<file path="config.mk">
export PLATFORM = sky130hd
export DESIGN_NAME = pipeline_hazard_ctrl
export DESIGN_NICKNAME = d
export VERILOG_FILES = /design/src/rtl/pipeline_hazard_ctrl.sv
export SDC_FILE = /design/constraint.sdc
export NUM_CORES = 1
export LEC_CHECK = 0
export BUFFER_PORTS_ARGS = -buffer_cell sky130_fd_sc_hd__buf_2
export CAP_MARGIN = 5
export CELL_PAD_IN_SITES_DETAIL_PLACEMENT = 0
export CELL_PAD_IN_SITES_GLOBAL_PLACEMENT = 2
export CORE_MARGIN = 8
export CORE_UTILIZATION = 23
export DETAILED_ROUTE_END_ITERATION = 7
export GPL_ROUTABILITY_DRIVEN = 0
export PLACE_DENSITY_LB_ADDON = 0.1
export SLEW_MARGIN = 20
export SYNTH_ARGS = -nofsm -noshare
export SYNTH_HDL_FRONTEND = slang
export SYNTH_SLANG_ARGS = --single-unit
</file>
<file path="constraint.sdc">
create_clock -name clk -period 2 [get_ports clk]
set_clock_uncertainty 0.05 [all_clocks]
set_input_delay 0.4 -clock clk [delete_from_list [all_inputs] [get_ports clk]]
set_output_delay 0.4 -clock clk [all_outputs]
set_load 0.005 [all_outputs]
</file>
<file path="src/rtl/pipeline_hazard_ctrl.sv">
// Pipeline hazard sequencer: load-use and MDU stalls, branch redirect
// flushes and halt drain for the 5-stage pipeline.
module pipeline_hazard_ctrl #(
  parameter int MDU_LATENCY  = 4,
  parameter int DRAIN_CYCLES = 3,
  parameter int REG_ADDR_W   = 4
) (
  input  logic                  clk,
  input  logic                  rst,
  input  logic [REG_ADDR_W-1:0] id_rs1,
  input  logic [REG_ADDR_W-1:0] id_rs2,
  input  logic                  id_use_rs1,
  input  logic                  id_use_rs2,
  input  logic                  id_halt,
  input  logic                  ex_mem_read,
  input  logic [REG_ADDR_W-1:0] ex_rd,
  input  logic                  ex_mdu_start,
  input  logic                  ex_branch_taken,
  output logic                  pc_en,
  output logic                  ifid_en,
  output logic                  idex_en,
  output logic                  ifid_flush,
  output logic                  idex_flush,
  output logic                  exmem_flush,
  output logic                  pc_redirect,
  output logic                  halted
);

  localparam int MAXC =
    (MDU_LATENCY > DRAIN_CYCLES) ? MDU_LATENCY : DRAIN_CYCLES;
  localparam int CW = $clog2(MAXC + 1);
  localparam logic [CW-1:0] MDU_INIT = CW'(MDU_LATENCY - 2);
  localparam logic [CW-1:0] DRN_INIT = CW'(DRAIN_CYCLES - 1);
  localparam logic [CW-1:0] ONE      = CW'(1);

  typedef enum logic [1:0] {
    RUN, MDU_WAIT, DRAIN, HALTED
  } state_e;

  state_e        state_q, state_d;
  logic [CW-1:0] cnt_q, cnt_d;
  logic          load_use;
  logic          run_cyc;
  logic          mdu_ok;

  assign load_use = ex_mem_read &&
    ((id_use_rs1 && (id_rs1 == ex_rd)) ||
     (id_use_rs2 && (id_rs2 == ex_rd)));

  always_comb begin
    pc_en       = 1'b1;
    ifid_en     = 1'b1;
    idex_en     = 1'b1;
    ifid_flush  = 1'b0;
    idex_flush  = 1'b0;
    exmem_flush = 1'b0;
    pc_redirect = 1'b0;
    halted      = 1'b0;
    state_d     = state_q;
    cnt_d       = cnt_q;
    run_cyc     = 1'b0;
    mdu_ok      = 1'b0;

    unique case (state_q)
      RUN: begin
        run_cyc = 1'b1;
        mdu_ok  = 1'b1;
      end
      MDU_WAIT: begin
        if (cnt_q != '0) begin
          pc_en       = 1'b0;
          ifid_en     = 1'b0;
          idex_en     = 1'b0;
          exmem_flush = 1'b1;
          cnt_d       = cnt_q - ONE;
        end else begin
          run_cyc = 1'b1;
          state_d = RUN;
        end
      end
      DRAIN: begin
        pc_en      = 1'b0;
        ifid_flush = 1'b1;
        if (cnt_q != '0) cnt_d = cnt_q - ONE;
        else             state_d = HALTED;
      end
      HALTED: begin
        pc_en   = 1'b0;
        ifid_en = 1'b0;
        idex_en = 1'b0;
        halted  = 1'b1;
      end
      default: state_d = RUN;
    endcase

    // Final MDU cycle shares RUN priorities but cannot restart the MDU
    if (run_cyc) begin
      if (ex_branch_taken) begin
        pc_redirect = 1'b1;
        ifid_flush  = 1'b1;
        idex_flush  = 1'b1;
      end else if (ex_mdu_start && mdu_ok) begin
        pc_en       = 1'b0;
        ifid_en     = 1'b0;
        idex_en     = 1'b0;
        exmem_flush = 1'b1;
        state_d     = MDU_WAIT;
        cnt_d       = MDU_INIT;
      end else if (load_use) begin
        pc_en      = 1'b0;
        ifid_en    = 1'b0;
        idex_flush = 1'b1;
      end else if (id_halt) begin
        pc_en      = 1'b0;
        ifid_flush = 1'b1;
        state_d    = DRAIN;
        cnt_d      = DRN_INIT;
      end
    end

    if (rst) begin
      pc_en       = 1'b1;
      ifid_en     = 1'b1;
      idex_en     = 1'b1;
      ifid_flush  = 1'b0;
      idex_flush  = 1'b0;
      exmem_flush = 1'b0;
      pc_redirect = 1'b0;
      halted      = 1'b0;
      state_d     = RUN;
      cnt_d       = '0;
    end
  end

  always_ff @(posedge clk) begin
    if (rst) begin
      state_q <= RUN;
      cnt_q   <= '0;
    end else begin
      state_q <= state_d;
      cnt_q   <= cnt_d;
    end
  end

endmodule
</file>
==> reports/results.ini <==
[logic_synthesis]
ys_seq_area_share_pct = 17.9
synth_simple_gate_area_share_pct = 24.8
postSynthCellCount = 71
synth_area_um2 = 559
synthArstFlopShare_pct = 0
yosysWarnings = 0
yosysUniqueCellTypes = 27
syn-num-nets = 97
synth_top_family_by_area = simple AND/OR/NAND/NOR gates
synth-compound-area-share_pct = 21.5
synthMuxAreaShare_pct = 3.58
synth_flop_cell = dfxtp_1
synth_fa_ha_area_share_pct = 13.4
syn_avg_cell_area_um2 = 7.88
synth_edf_count = 0
ys_ff_latch = 5
synthXorXnorAreaFrac_pct = 14.1

[clocking]
clk_latency_ps = 240
cts_root_buffer = clkbuf_4
cts_tree = done
h-tree-depth = 1
cts.sinks = 5
numCtsBuffers = 3
clock_path_buffers = 2
path_clk_slew_ps = 50

[timing]
final.min_clock_period_ps = 2130
period_share_pct = 106
maxSlewViolCount = 0
max_freq_mhz = 470
rsz0062_at_grt = true
setup_viol = 4
whs_ps = 442
relSlewSlack_pct = 86.1
final_hold_viol_count = 0
setup_slack_ps = -127
worst_slew_pin_slew_ps = 209

[drt]
postRouteAntennaNets = 0
drc = 0
drtIter0Drc = 30
first_pass_iters = 4
vias = 700
wire_per_inst_um = 12.5
via_per_inst = 4.52
drt-total-wl_um = 1930

[finish]
antenna_cells = 0
fin_nets = 152
area_delta_synth_final_pct = 99.6
final_cell_mix = 24 x buf_4, 21 x buf_2, 6 x buf_6
final_cells = 155
final_cell_area_um2 = 1120
final_common_cell = buf_4
drive_gt1_share_pct = 66.4

[outcome]
outcome = finished, violations left
violations = negative setup slack

[power]
peakVddDrop_mv = 0.260
p_per_area_nw_per_um2 = 486
total_leakage_power_nw = 0.504

[floorplan]
die-area_um2 = 4270
die-width_um = 65.3
core-area_um2 = 2390
fp-row-count = 18
start_util_pct = 23.4
die_y_um = 65.3
io_pins = 28

[setup_path]
cp.arrival_ps = 1680
crit_required_ps = 1550
startpoint_type = flip-flop
crit_chain = inv_2, ha_4, and3b_2, buf_4, nor2_4, nor3_2, a311o_1, buf_2
cp-end-kind = output pin
crit_type = reg -> out
path_max_fanout = 4
crit_slowest_cell = dfxtp_2
critPathMaxStageDelay_ps = 320

[global_route]
grt_pass1_wl_um = 3180
antenna_found_initial = 0
grt_use_total_pct = 9.27
grt_pass1_vias = 758
grt-ovfl-total = 0
grt_max_degree = 10

[placed_design]
portBuffers = 27
dp_slack_ps = -109
dpl-instance-area_um2 = 796
placedCellCount = 136
hpwl_um = 1420

[min_path]
hp-class = in -> reg

[flow_run]
drv_cap = 0

==> sequential cells by signal, summed over array words and instances, names as in the netlist <==
signal and flops:
state_q 2, cnt_q 3
==> where the power goes <==
group | total [mW] | internal (mW) | switching (mW)
Sequential | 0.121 | 0.112 | 0.00896
Clock | 0.116 | 0.0754 | 0.0404
Combinational | 0.305 | 0.170 | 0.135
==> kinds of logic after synthesis <==
group	count (synthesis)
xor+xnor	9
compound gates	17
mux	2
buf+inv	7
simple gates	25
flops	5
fa+ha+maj	6
==> critical path, delay by kind of cell, from the launching register on <==
kind                       cells  cell delay [ps]
and+or+nand+nor                3              390
DFF                            1              320
buffers and inverters          3              320
adders and majority gates      1              160
AOI/OAI and AO/OA              1              260
==> final cells by class <==
class | instances | area [um2]
multi-input combinational | 59 | 569
fill | 268 | 1270
inverter | 6 | 22.5
sequential | 5 | 108
clock buffer | 4 | 26.3
timing repair buffer | 51 | 353
tap | 30 | 37.5
==> repair_timing <==
action	CTS	global route
resized for setup	27	16
setup endpoints to repair	5	11
pin swaps	12	14
buffers inserted	16	0
hold buffers	0	0
==> cell usage after synthesis, types with 2 or more instances <==
cell / number / area, um2
xor2_1: 6 / 52.6
a21o_1: 2 / 15.0
nor2_1: 3 / 11.3
a21oi_1: 6 / 30.0
nor3_1: 4 / 20.0
nor3b_1: 2 / 15.0
nand2b_1: 2 / 12.5
nand3_1: 2 / 10.0
nor2b_1: 3 / 18.8
xnor2_1: 3 / 26.3
ha_1: 6 / 75.1
a311o_1: 2 / 20.0
mux2i_1: 2 / 20.0
dfxtp_1: 5 / 100
inv_1: 6 / 22.5
nand4_1: 2 / 12.5
nand2_1: 4 / 15.0
a31oi_1: 2 / 12.5
==> through the flow <==
| stage | setup TNS, ps | util, % | power (mW) |
|---|---|---|---|
| final | -279 | 46.8 | 0.542 |
| after global placement | -223 | 33.3 | 0.342 |
| after CTS | -335 | 43.6 | 0.520 |
| after detailed placement | -203 | 33.3 | 0.341 |
| after floorplan | 0 | - | 0.248 |
| after global routing | -715 | 46.8 | 0.591 |
==> metal layers <==
layer | part of all wire [%] | routed length, um | track usage, %
met5 | 0 | 0 | 0
met4 | 0 | 0 | 2.45
met3 | 7.2 | 140 | 3.23
met1 | 41 | 795 | 10.1
met2 | 52 | 997 | 16.6
==> path summary, 6_finish.rpt <==
| path | from | end | slack (ps) | cells after the start |
|---|---|---|---|---|
| worst max-delay path | state_q[1] | ifid_flush | -130 | 8 |
| worst min register to register | cnt_q[2] | cnt_q[2] | 510 | 2 |
| worst max register to register | state_q[1] | cnt_q[2] | 370 | 8 |
| worst min-delay path | rst | cnt_q[1] | 440 | 2 |
Power figures use the tool's default switching activity.
